===== src/rtl/data_ram_pkg.sv =====
// Shared encodings for the data RAM arbiter: access sizes, requester ids, FSM states.
package data_ram_pkg;

   localparam logic [1:0] SZ_BYTE = 2'd0;
   localparam logic [1:0] SZ_HALF = 2'd1;
   localparam logic [1:0] SZ_WORD = 2'd2;

   localparam logic REQ_CPU = 1'b0;
   localparam logic REQ_DBG = 1'b1;

   typedef enum logic {
      ST_ARB  = 1'b0,
      ST_LOCK = 1'b1
   } arb_state_e;

   // Size code 3 has no meaning and is always rejected as misaligned.
   function automatic logic is_misaligned(input logic [1:0] size, input logic [1:0] adr_lo);
      logic mis;
      case (size)
         SZ_BYTE: mis = 1'b0;
         SZ_HALF: mis = adr_lo[0];
         SZ_WORD: mis = (adr_lo != 2'b00);
         default: mis = 1'b1;
      endcase
      return mis;
   endfunction

endpackage


===== src/rtl/data_ram_lane.sv =====
// Byte-lane steering for CPU accesses: store enables/replication and load shift/extension.
module data_ram_lane
   import data_ram_pkg::*;
(
   input  logic [1:0]  st_size,
   input  logic [1:0]  st_adr_lo,
   input  logic [31:0] st_data,
   output logic [3:0]  st_wen,
   output logic [31:0] st_wdata,
   input  logic [1:0]  ld_size,
   input  logic [1:0]  ld_adr_lo,
   input  logic        ld_unsigned,
   input  logic [31:0] ld_word,
   output logic [31:0] ld_data
);

   logic [31:0] ld_shift;

   always_comb begin
      st_wen   = 4'b0000;
      st_wdata = st_data;
      case (st_size)
         SZ_BYTE: begin
            st_wen   = 4'b0001 << st_adr_lo;
            st_wdata = {4{st_data[7:0]}};
         end
         SZ_HALF: begin
            st_wen   = st_adr_lo[1] ? 4'b1100 : 4'b0011;
            st_wdata = {2{st_data[15:0]}};
         end
         SZ_WORD: st_wen = 4'b1111;
         default: st_wen = 4'b0000;
      endcase
   end

   always_comb begin
      ld_shift = ld_word;
      ld_data  = ld_shift;
      case (ld_size)
         SZ_BYTE: begin
            ld_shift = ld_word >> {ld_adr_lo, 3'b000};
            ld_data  = {{24{~ld_unsigned & ld_shift[7]}}, ld_shift[7:0]};
         end
         SZ_HALF: begin
            ld_shift = ld_word >> {ld_adr_lo[1], 4'b0000};
            ld_data  = {{16{~ld_unsigned & ld_shift[15]}}, ld_shift[15:0]};
         end
         default: ld_data = ld_shift;
      endcase
   end

endmodule


===== src/rtl/data_ram_arb.sv =====
// Arbitrates the CPU MA stage and the debug monitor onto one 1R1W data RAM.
// Define DATA_RAM_ARB_STARVE_EN to let a debug requester that keeps losing win a conflict.
//
// state   | meaning
// ST_ARB  | normal arbitration, CPU has priority
// ST_LOCK | debug holds the RAM exclusively, CPU stalled
module data_ram_arb
   import data_ram_pkg::*;
#(
   parameter int DRWIDTH    = 9,
   parameter int STARVE_MAX = 8
) (
   input  logic               clk,
   input  logic               rst,
   input  logic               cpu_req,
   input  logic               cpu_we,
   input  logic [DRWIDTH+1:0] cpu_adr,
   input  logic [1:0]         cpu_size,
   input  logic               cpu_unsigned,
   input  logic [31:0]        cpu_wdata,
   output logic               cpu_gnt,
   output logic               cpu_misalign,
   output logic               cpu_rvalid,
   output logic [31:0]        cpu_rdata,
   input  logic               dbg_req,
   input  logic               dbg_we,
   input  logic               dbg_lock,
   input  logic [DRWIDTH-1:0] dbg_adr,
   input  logic [31:0]        dbg_wdata,
   output logic               dbg_gnt,
   output logic               dbg_rvalid,
   output logic [31:0]        dbg_rdata,
   output logic               dbg_locked,
   output logic [DRWIDTH-1:0] ram_radr,
   input  logic [31:0]        ram_rdata,
   output logic [DRWIDTH-1:0] ram_wadr,
   output logic [31:0]        ram_wdata,
   output logic [3:0]         ram_wen
);

   if (DRWIDTH < 1 || STARVE_MAX < 1) begin : g_param_chk
      $error("data_ram_arb: DRWIDTH and STARVE_MAX must be at least 1");
   end

   arb_state_e state_q, state_d;
   logic       cpu_rd_q, cpu_rd_d;
   logic       dbg_rd_q, dbg_rd_d;
   logic [1:0] ld_size_q, ld_size_d;
   logic [1:0] ld_adr_lo_q, ld_adr_lo_d;
   logic       ld_uns_q, ld_uns_d;

   logic               cpu_mis;
   logic               cpu_acc;
   logic               dbg_wins;
   logic               owner;
   logic [DRWIDTH-1:0] ram_adr;
   logic [3:0]         st_wen;
   logic [31:0]        st_wdata;
   logic [31:0]        ld_data;

   assign cpu_mis = is_misaligned(cpu_size, cpu_adr[1:0]);

`ifdef DATA_RAM_ARB_STARVE_EN
   localparam int SCW = $clog2(STARVE_MAX + 1);

   // Down-counts the conflicts debug may still lose; zero means debug takes the next one.
   logic [SCW-1:0] starve_left_q, starve_left_d;

   assign dbg_wins = (starve_left_q == '0);

   always_comb begin
      starve_left_d = starve_left_q;
      if (dbg_gnt || !dbg_req) begin
         starve_left_d = SCW'(STARVE_MAX);
      end else if (state_q == ST_ARB && starve_left_q != '0) begin
         starve_left_d = starve_left_q - SCW'(1);
      end
   end

   always_ff @(posedge clk) begin
      if (rst) begin
         starve_left_q <= SCW'(STARVE_MAX);
      end else begin
         starve_left_q <= starve_left_d;
      end
   end
`else
   assign dbg_wins = 1'b0;
`endif

   always_comb begin
      state_d = state_q;
      cpu_gnt = 1'b0;
      dbg_gnt = 1'b0;
      if (!rst) begin
         case (state_q)
            ST_ARB: begin
               cpu_gnt = cpu_req & ~(dbg_req & dbg_wins);
               dbg_gnt = dbg_req & ~cpu_gnt;
               if (dbg_lock && !cpu_gnt) state_d = ST_LOCK;
            end
            ST_LOCK: begin
               dbg_gnt = dbg_req;
               if (!dbg_lock) state_d = ST_ARB;
            end
            default: state_d = ST_ARB;
         endcase
      end
   end

   data_ram_lane u_lane (
      .st_size     (cpu_size),
      .st_adr_lo   (cpu_adr[1:0]),
      .st_data     (cpu_wdata),
      .st_wen      (st_wen),
      .st_wdata    (st_wdata),
      .ld_size     (ld_size_q),
      .ld_adr_lo   (ld_adr_lo_q),
      .ld_unsigned (ld_uns_q),
      .ld_word     (ram_rdata),
      .ld_data     (ld_data)
   );

   // A misaligned CPU access is acknowledged but never reaches the RAM.
   always_comb begin
      cpu_acc      = cpu_gnt & ~cpu_mis;
      cpu_misalign = cpu_gnt & cpu_mis;
      owner        = dbg_gnt ? REQ_DBG : REQ_CPU;
      ram_adr      = (owner == REQ_DBG) ? dbg_adr : cpu_adr[DRWIDTH+1:2];
      ram_radr     = ram_adr;
      ram_wadr     = ram_adr;
      ram_wdata    = (owner == REQ_DBG) ? dbg_wdata : st_wdata;
      ram_wen      = 4'b0000;
      if (cpu_acc && cpu_we) begin
         ram_wen = st_wen;
      end else if (dbg_gnt && dbg_we) begin
         ram_wen = 4'b1111;
      end
   end

   always_comb begin
      cpu_rd_d    = cpu_acc & ~cpu_we;
      dbg_rd_d    = dbg_gnt & ~dbg_we;
      ld_size_d   = cpu_rd_d ? cpu_size     : ld_size_q;
      ld_adr_lo_d = cpu_rd_d ? cpu_adr[1:0] : ld_adr_lo_q;
      ld_uns_d    = cpu_rd_d ? cpu_unsigned : ld_uns_q;
   end

   always_comb begin
      cpu_rvalid = cpu_rd_q & ~rst;
      dbg_rvalid = dbg_rd_q & ~rst;
      cpu_rdata  = cpu_rvalid ? ld_data : 32'h0;
      dbg_rdata  = dbg_rvalid ? ram_rdata : 32'h0;
      dbg_locked = (state_q == ST_LOCK) & ~rst;
   end

   always_ff @(posedge clk) begin
      if (rst) begin
         state_q     <= ST_ARB;
         cpu_rd_q    <= 1'b0;
         dbg_rd_q    <= 1'b0;
         ld_size_q   <= SZ_BYTE;
         ld_adr_lo_q <= 2'b00;
         ld_uns_q    <= 1'b0;
      end else begin
         state_q     <= state_d;
         cpu_rd_q    <= cpu_rd_d;
         dbg_rd_q    <= dbg_rd_d;
         ld_size_q   <= ld_size_d;
         ld_adr_lo_q <= ld_adr_lo_d;
         ld_uns_q    <= ld_uns_d;
      end
   end

endmodule


===== config.mk =====
export PLATFORM = sky130hd
export DESIGN_NAME = data_ram_arb
export DESIGN_NICKNAME = d
export VERILOG_FILES = /design/src/rtl/data_ram_pkg.sv /design/src/rtl/data_ram_lane.sv /design/src/rtl/data_ram_arb.sv
export SDC_FILE = /design/constraint.sdc
export NUM_CORES = 1
export LEC_CHECK = 0
export BUFFER_PORTS_ARGS = -buffer_cell sky130_fd_sc_hd__buf_2
export CAP_MARGIN = 20
export CORE_AREA = 2 2 96 98
export DETAILED_ROUTE_END_ITERATION = 7
export DIE_AREA = 0 0 98 100
export GPL_TIMING_DRIVEN = 0
export SYNTH_ARGS = -nofsm -noshare
export SYNTH_HDL_FRONTEND = slang
export SYNTH_SLANG_ARGS = --single-unit

===== constraint.sdc =====
create_clock -name clk -period 4.35 [get_ports clk]
set_input_delay 0.2175 -clock clk [delete_from_list [all_inputs] [get_ports clk]]
set_output_delay 0.2175 -clock clk [all_outputs]
set_load 0.03 [all_outputs]

# Word level (Yosys, flattened, before mapping)
# Index checks and enable logic that the tools add are counted.
# word_totals
reg_bits,8
in_bits,126
out_inout_bits,124
wordCells,55
# classes
n_eq_ne,3
n_shift,3
mux,19
bitwise,17
reduce_logical,7
# op_table
cell,n
32-bit one-hot mux with 2 select lines,2
32-bit 2-to-1 mux,3
32-bit by 5-bit right shift with 16-bit output,1
32-bit by 5-bit right shift with 8-bit output,1
4-bit 2-to-1 mux,3
4-bit one-hot mux with 3 select lines,1
1-bit bitwise AND,10
9-bit 2-to-1 mux,1
1-bit inverter,7
1-bit 2-to-1 mux,6
"2-bit by 1-bit == test with 1-bit output, second input constant",2
2-bit zero test,2
1-bit one-hot mux with 2 select lines,2
"1-bit by 2-bit << shifter with 4-bit output, first input constant",1
1-bit logical AND,3
1-bit one-hot mux with 3 select lines,1
"2-bit == test, second input constant",1
2-bit nonzero test,1
1-bit zero test,1

# Logic depth before layout (Yosys ltp)
# logic_depth
word_depth,7
ltp_mapped,7
ltp_nobuf,4

# Cells and area by module
# A second synthesis with hierarchy kept.
# unflattened
cells_unflattened,332
hier_area_um2,2596.2
# by_module_without_submodules
mod,instances,cells_each,area_each_um2,seq_area_each_um2
data_ram_arb,1,164,1380.1,160.2
data_ram_lane,1,168,1216.2,0.0

# Worst setup path after synthesis
# Ideal clock, no wire load.
# synth_path
path_type,register to output
from,reg ld_size_q[1]
to,out cpu_rdata[7]
t_arrival_ns,2.283
t_required_ns,4.133
slack_ns,1.850
stages_incl_launch_ff,4
path_buffers,1
cell_sequence,dfxtp_1 buf_2 nor3_1 a2111oi_0
# synth_via
elab_chain_cells,3
word_cells_on_any_way,4
cone_classes,1 x eq/ne; 2 x mux; 1 x reduce/logical
# synth_rtl
item,line_no,rtl
"start, declared",data_ram_arb.sv:48,"logic [1:0] ld_size_q, ld_size_d;"
"start signal, assigned",data_ram_arb.sv:169,ld_size_q <= ld_size_d;
2-bit by 1-bit == test with 1-bit output / 2-bit zero test (equally long branches),data_ram_lane.sv:39,case (ld_size)
32-bit one-hot mux with 2 select lines (*),data_ram_lane.sv:39,
32-bit 2-to-1 mux (*),data_ram_arb.sv:152,cpu_rdata = cpu_rvalid ? ld_data : 32'h0;
"end, declared",data_ram_arb.sv:24,"output logic [31:0] cpu_rdata,"
# Every way passes the cells marked *; elsewhere a longest branch is shown, timed or not.

# Worst setup path in the final report
# layout_path
from,reg ld_size_q[1]
to,out cpu_rdata[26]
# The elaborated chain is that of the path after synthesis.

==> results by group <==
Finish
  – Syn-to-layout area delta: 60.7%
  – Number of diodes: 0
  – Fin cells: 708
  – Layout cell share with drive strength beyond 1: 0.492
  – Final Net Count: 725
  – FILL cells: 986

Run status
  – Status: completed

Yosys
  – Most used DFF post-synth: dfxtp_1
  – Async set-or-reset flop fraction in the synthesized netlist: 0
  – Cells after synthesis: 347
  – Syn_area_per_cell: 6.72 sq um
  – Syn. warnings: 0
  – Syn_nets: 473
  – Post-synth EDFFs: 0
  – Synthesized flop and latch total: 8
  – Sequential area share after synthesis: 0.0687
  – Mapped Area: 0.00233 sq mm
  – Distinct cells, synth: 39

Route
  – Via Count: 3496
  – Final ANT Viol Nets: 0
  – Final WL: 10800 um
  – First-pass iteration count of the detailed router: 4
  – DRT iter0 DRCs: 112
  – Vias per std cell: 4.94
  – # DRC: 0
  – DR WL/cell: 15.3 um

STA
  – Final Hold Fails: 0
  – Setup Skew: 0.000257 ns
  – Tcrit/Tclk final: 0.523
  – Max Fclk: 440 MHz
  – Setup TNS Final: 0 ns
  – Worst slew margin: 0.514
  – RSZ-0062 raised after global routing: false
  – Fin. max-slew vios: 0
  – Final Setup Violations: 0
  – Slew @ Worst Pin: 0.729 ns
  – Min Tclk post-route: 2.27 ns

Power
  – Flop pwr share: 0.142
  – Lkg Pwr: 2.20 nW
  – VDD IR max: 0.0000861 V
  – Pint: 273 uW
  – Power per Cell Area: 145 mW/mm^2
  – Switching power: 271 uW
  – Switching share of power: 0.498
  – Power share of the combinational group: 0.694
  – Clock share of power: 0.165

GRT
  – Largest net degree at the start of global routing: 11
  – Global-route wire length before repair: 16700 um
  – Vias in the first global route: 3368
  – Total gr overflow: 0
  – Gr usage total: 0.206
  – Initial antenna violation count: 0

Die
  – Die ar.: 0.00980 sq mm
  – Die Span Y: 100 um
  – Starting density of the core: 0.262
  – Die Width: 98 um
  – Row Count: 35
  – Ports: 250
  – Core Box Area: 0.00889 sq mm

Worst hold path
  – Hold_sp: dbg_we
  – Hold Crit Class: in -> reg

Clocking
  – Clk buf depth: 2
  – Root buf cell: clkbuf_8
  – CTS resizes: 0
  – H-tree Lvls: 1
  – CTS sink count: 8
  – CTS tree: done
  – CTS Buf Count: 3
  – # hold bufs at CTS: 0
  – Worst-path clk slew: 0.04 ns
  – Post-CTS Setup Bufs: 0
  – Clock latency on the worst-skew pair: 0.23 ns

Place
  – Placed insts: 705
  – GPL Wtd Cong: 0.881
  – HPWL Detailed: 9090 um
  – PortBufs: 247

Critical path
  – Crit path DAT: 2.06 ns
  – Crit Path Class: reg -> out
  – CP Launch Type: flop
  – R2R Path Start: ld_size_q[1]
  – Crit Path Max Fanout: 10
  – WP data required: 4.13 ns
  – Worst Setup End Kind: output port
  – Critical path origin: ld_size_q[1]

Job
  – Max-cap violation count: 0
-- final timing paths --
check,cells past startpoint,endpoint,slack [ns]
hold reg to reg,2,ld_uns_q,0.57
setup reg to reg,4,ld_size_q[1],2.89
setup / recovery,5,cpu_rdata[26],2.08
hold / removal,2,dbg_rd_q,0.19
-- power groups by stage --
stage	sequential, mW	combinational [mW]	clock, mW
after floorplan	0.0780	0.233	0
after global placement	0.0782	0.373	0
after detailed placement	0.0782	0.378	0
after CTS	0.0770	0.379	0.0914
after global routing	0.0773	0.405	0.0944
final	0.0770	0.378	0.0896
-- critical path, stage by stage (launching register included) --
cell      delay, ns
dfxtp_1        0.45
inv_2          0.13
nor2_1         0.45
clkbuf_1       0.42
a21o_1         0.19
buf_2          0.19
-- cell usage in the layout, fill, tap and decap left out, types with 2 or more instances in the layout --
cell,count
and2_1,32
a21oi_1,29
a221oi_2,7
mux2_1,17
clkbuf_8,3
o21ai_1,29
buf_2,254
buf_4,12
nor3b_1,3
inv_1,9
clkbuf_1,17
nor3_1,2
nor2b_1,5
inv_2,4
dfxtp_1,8
buf_6,3
a21o_1,16
nand2_1,34
mux2i_1,28
a22o_1,7
mux2_4,2
o21ai_0,22
nor2_1,30
buf_1,2
o22ai_1,7
-- metal layers --
layer / up-vias / part of all wire / global-route usage
met1: 1578 / 0.36 / 0.223
met5: - / 0 / 0
li1: 1712 / - / -
met3: 17 / 0.095 / 0.0383
met4: 0 / 0.023 / 0.0759
met2: 189 / 0.52 / 0.397
-- metrics by stage --
step	setup slack [ns]	total power [mW]	hold slack (ns)	utilization	instance area [sq um]
2_1_floorplan	1.85	0.311	0.289	-	2330
3_3_place_gp	2.22	0.452	0.450	0.417	3710
3_5_place_dp	2.20	0.456	0.456	0.417	3710
4_1_cts	2.05	0.547	0.217	0.422	3750
5_1_grt	1.89	0.576	0.222	0.422	3750
6_report	2.08	0.544	0.194	0.422	3750
-- cell type report --
cell class | count | area, sq um | area share
multi-input combinational | 285 | 1890 | 0.505
timing repair buffer | 247 | 1240 | 0.330
buffer | 41 | 230 | 0.0614
sequential | 8 | 160 | 0.0427
tap | 111 | 139 | 0.0370
inverter | 13 | 48.8 | 0.0130
clock buffer | 3 | 41.3 | 0.0110
-- synthesized netlist by cell type (2+ instances only) --
master | n | area (sq um)
nand2_1 | 34 | 128
and2_1 | 32 | 200
nor2_1 | 30 | 113
a21oi_1 | 29 | 145
o21ai_1 | 29 | 145
mux2i_1 | 28 | 280
o21ai_0 | 22 | 110
clkbuf_1 | 17 | 63.8
mux2_1 | 17 | 191
a21o_1 | 16 | 120
buf_4 | 12 | 90.1
inv_1 | 9 | 33.8
dfxtp_1 | 8 | 160
a221oi_2 | 7 | 105
a22o_1 | 7 | 61.3
buf_2 | 7 | 35.0
o22ai_1 | 7 | 43.8
nor2b_1 | 5 | 31.3
inv_2 | 4 | 15.0
buf_6 | 3 | 33.8
nor3b_1 | 3 | 22.5
buf_1 | 2 | 7.51
mux2_4 | 2 | 30.0
nor3_1 | 2 | 10.0
-- flip-flops by register name (all words and copies together), names as in the netlist --
register     flops
ld_size_q        2
ld_adr_lo_q      2
ld_uns_q         1
cpu_rd_q         1
dbg_rd_q         1
state_q          1
-- logic make-up after synthesis --
logic type | after synthesis | share of synthesized area
AOI/OAI and AO/OA | 122 | 0.334
buffers and inverters | 54 | 0.120
DFF | 8 | 0.0687
muxes | 47 | 0.215
and+or+nand+nor | 116 | 0.262
Power figures use the tool's default switching activity.
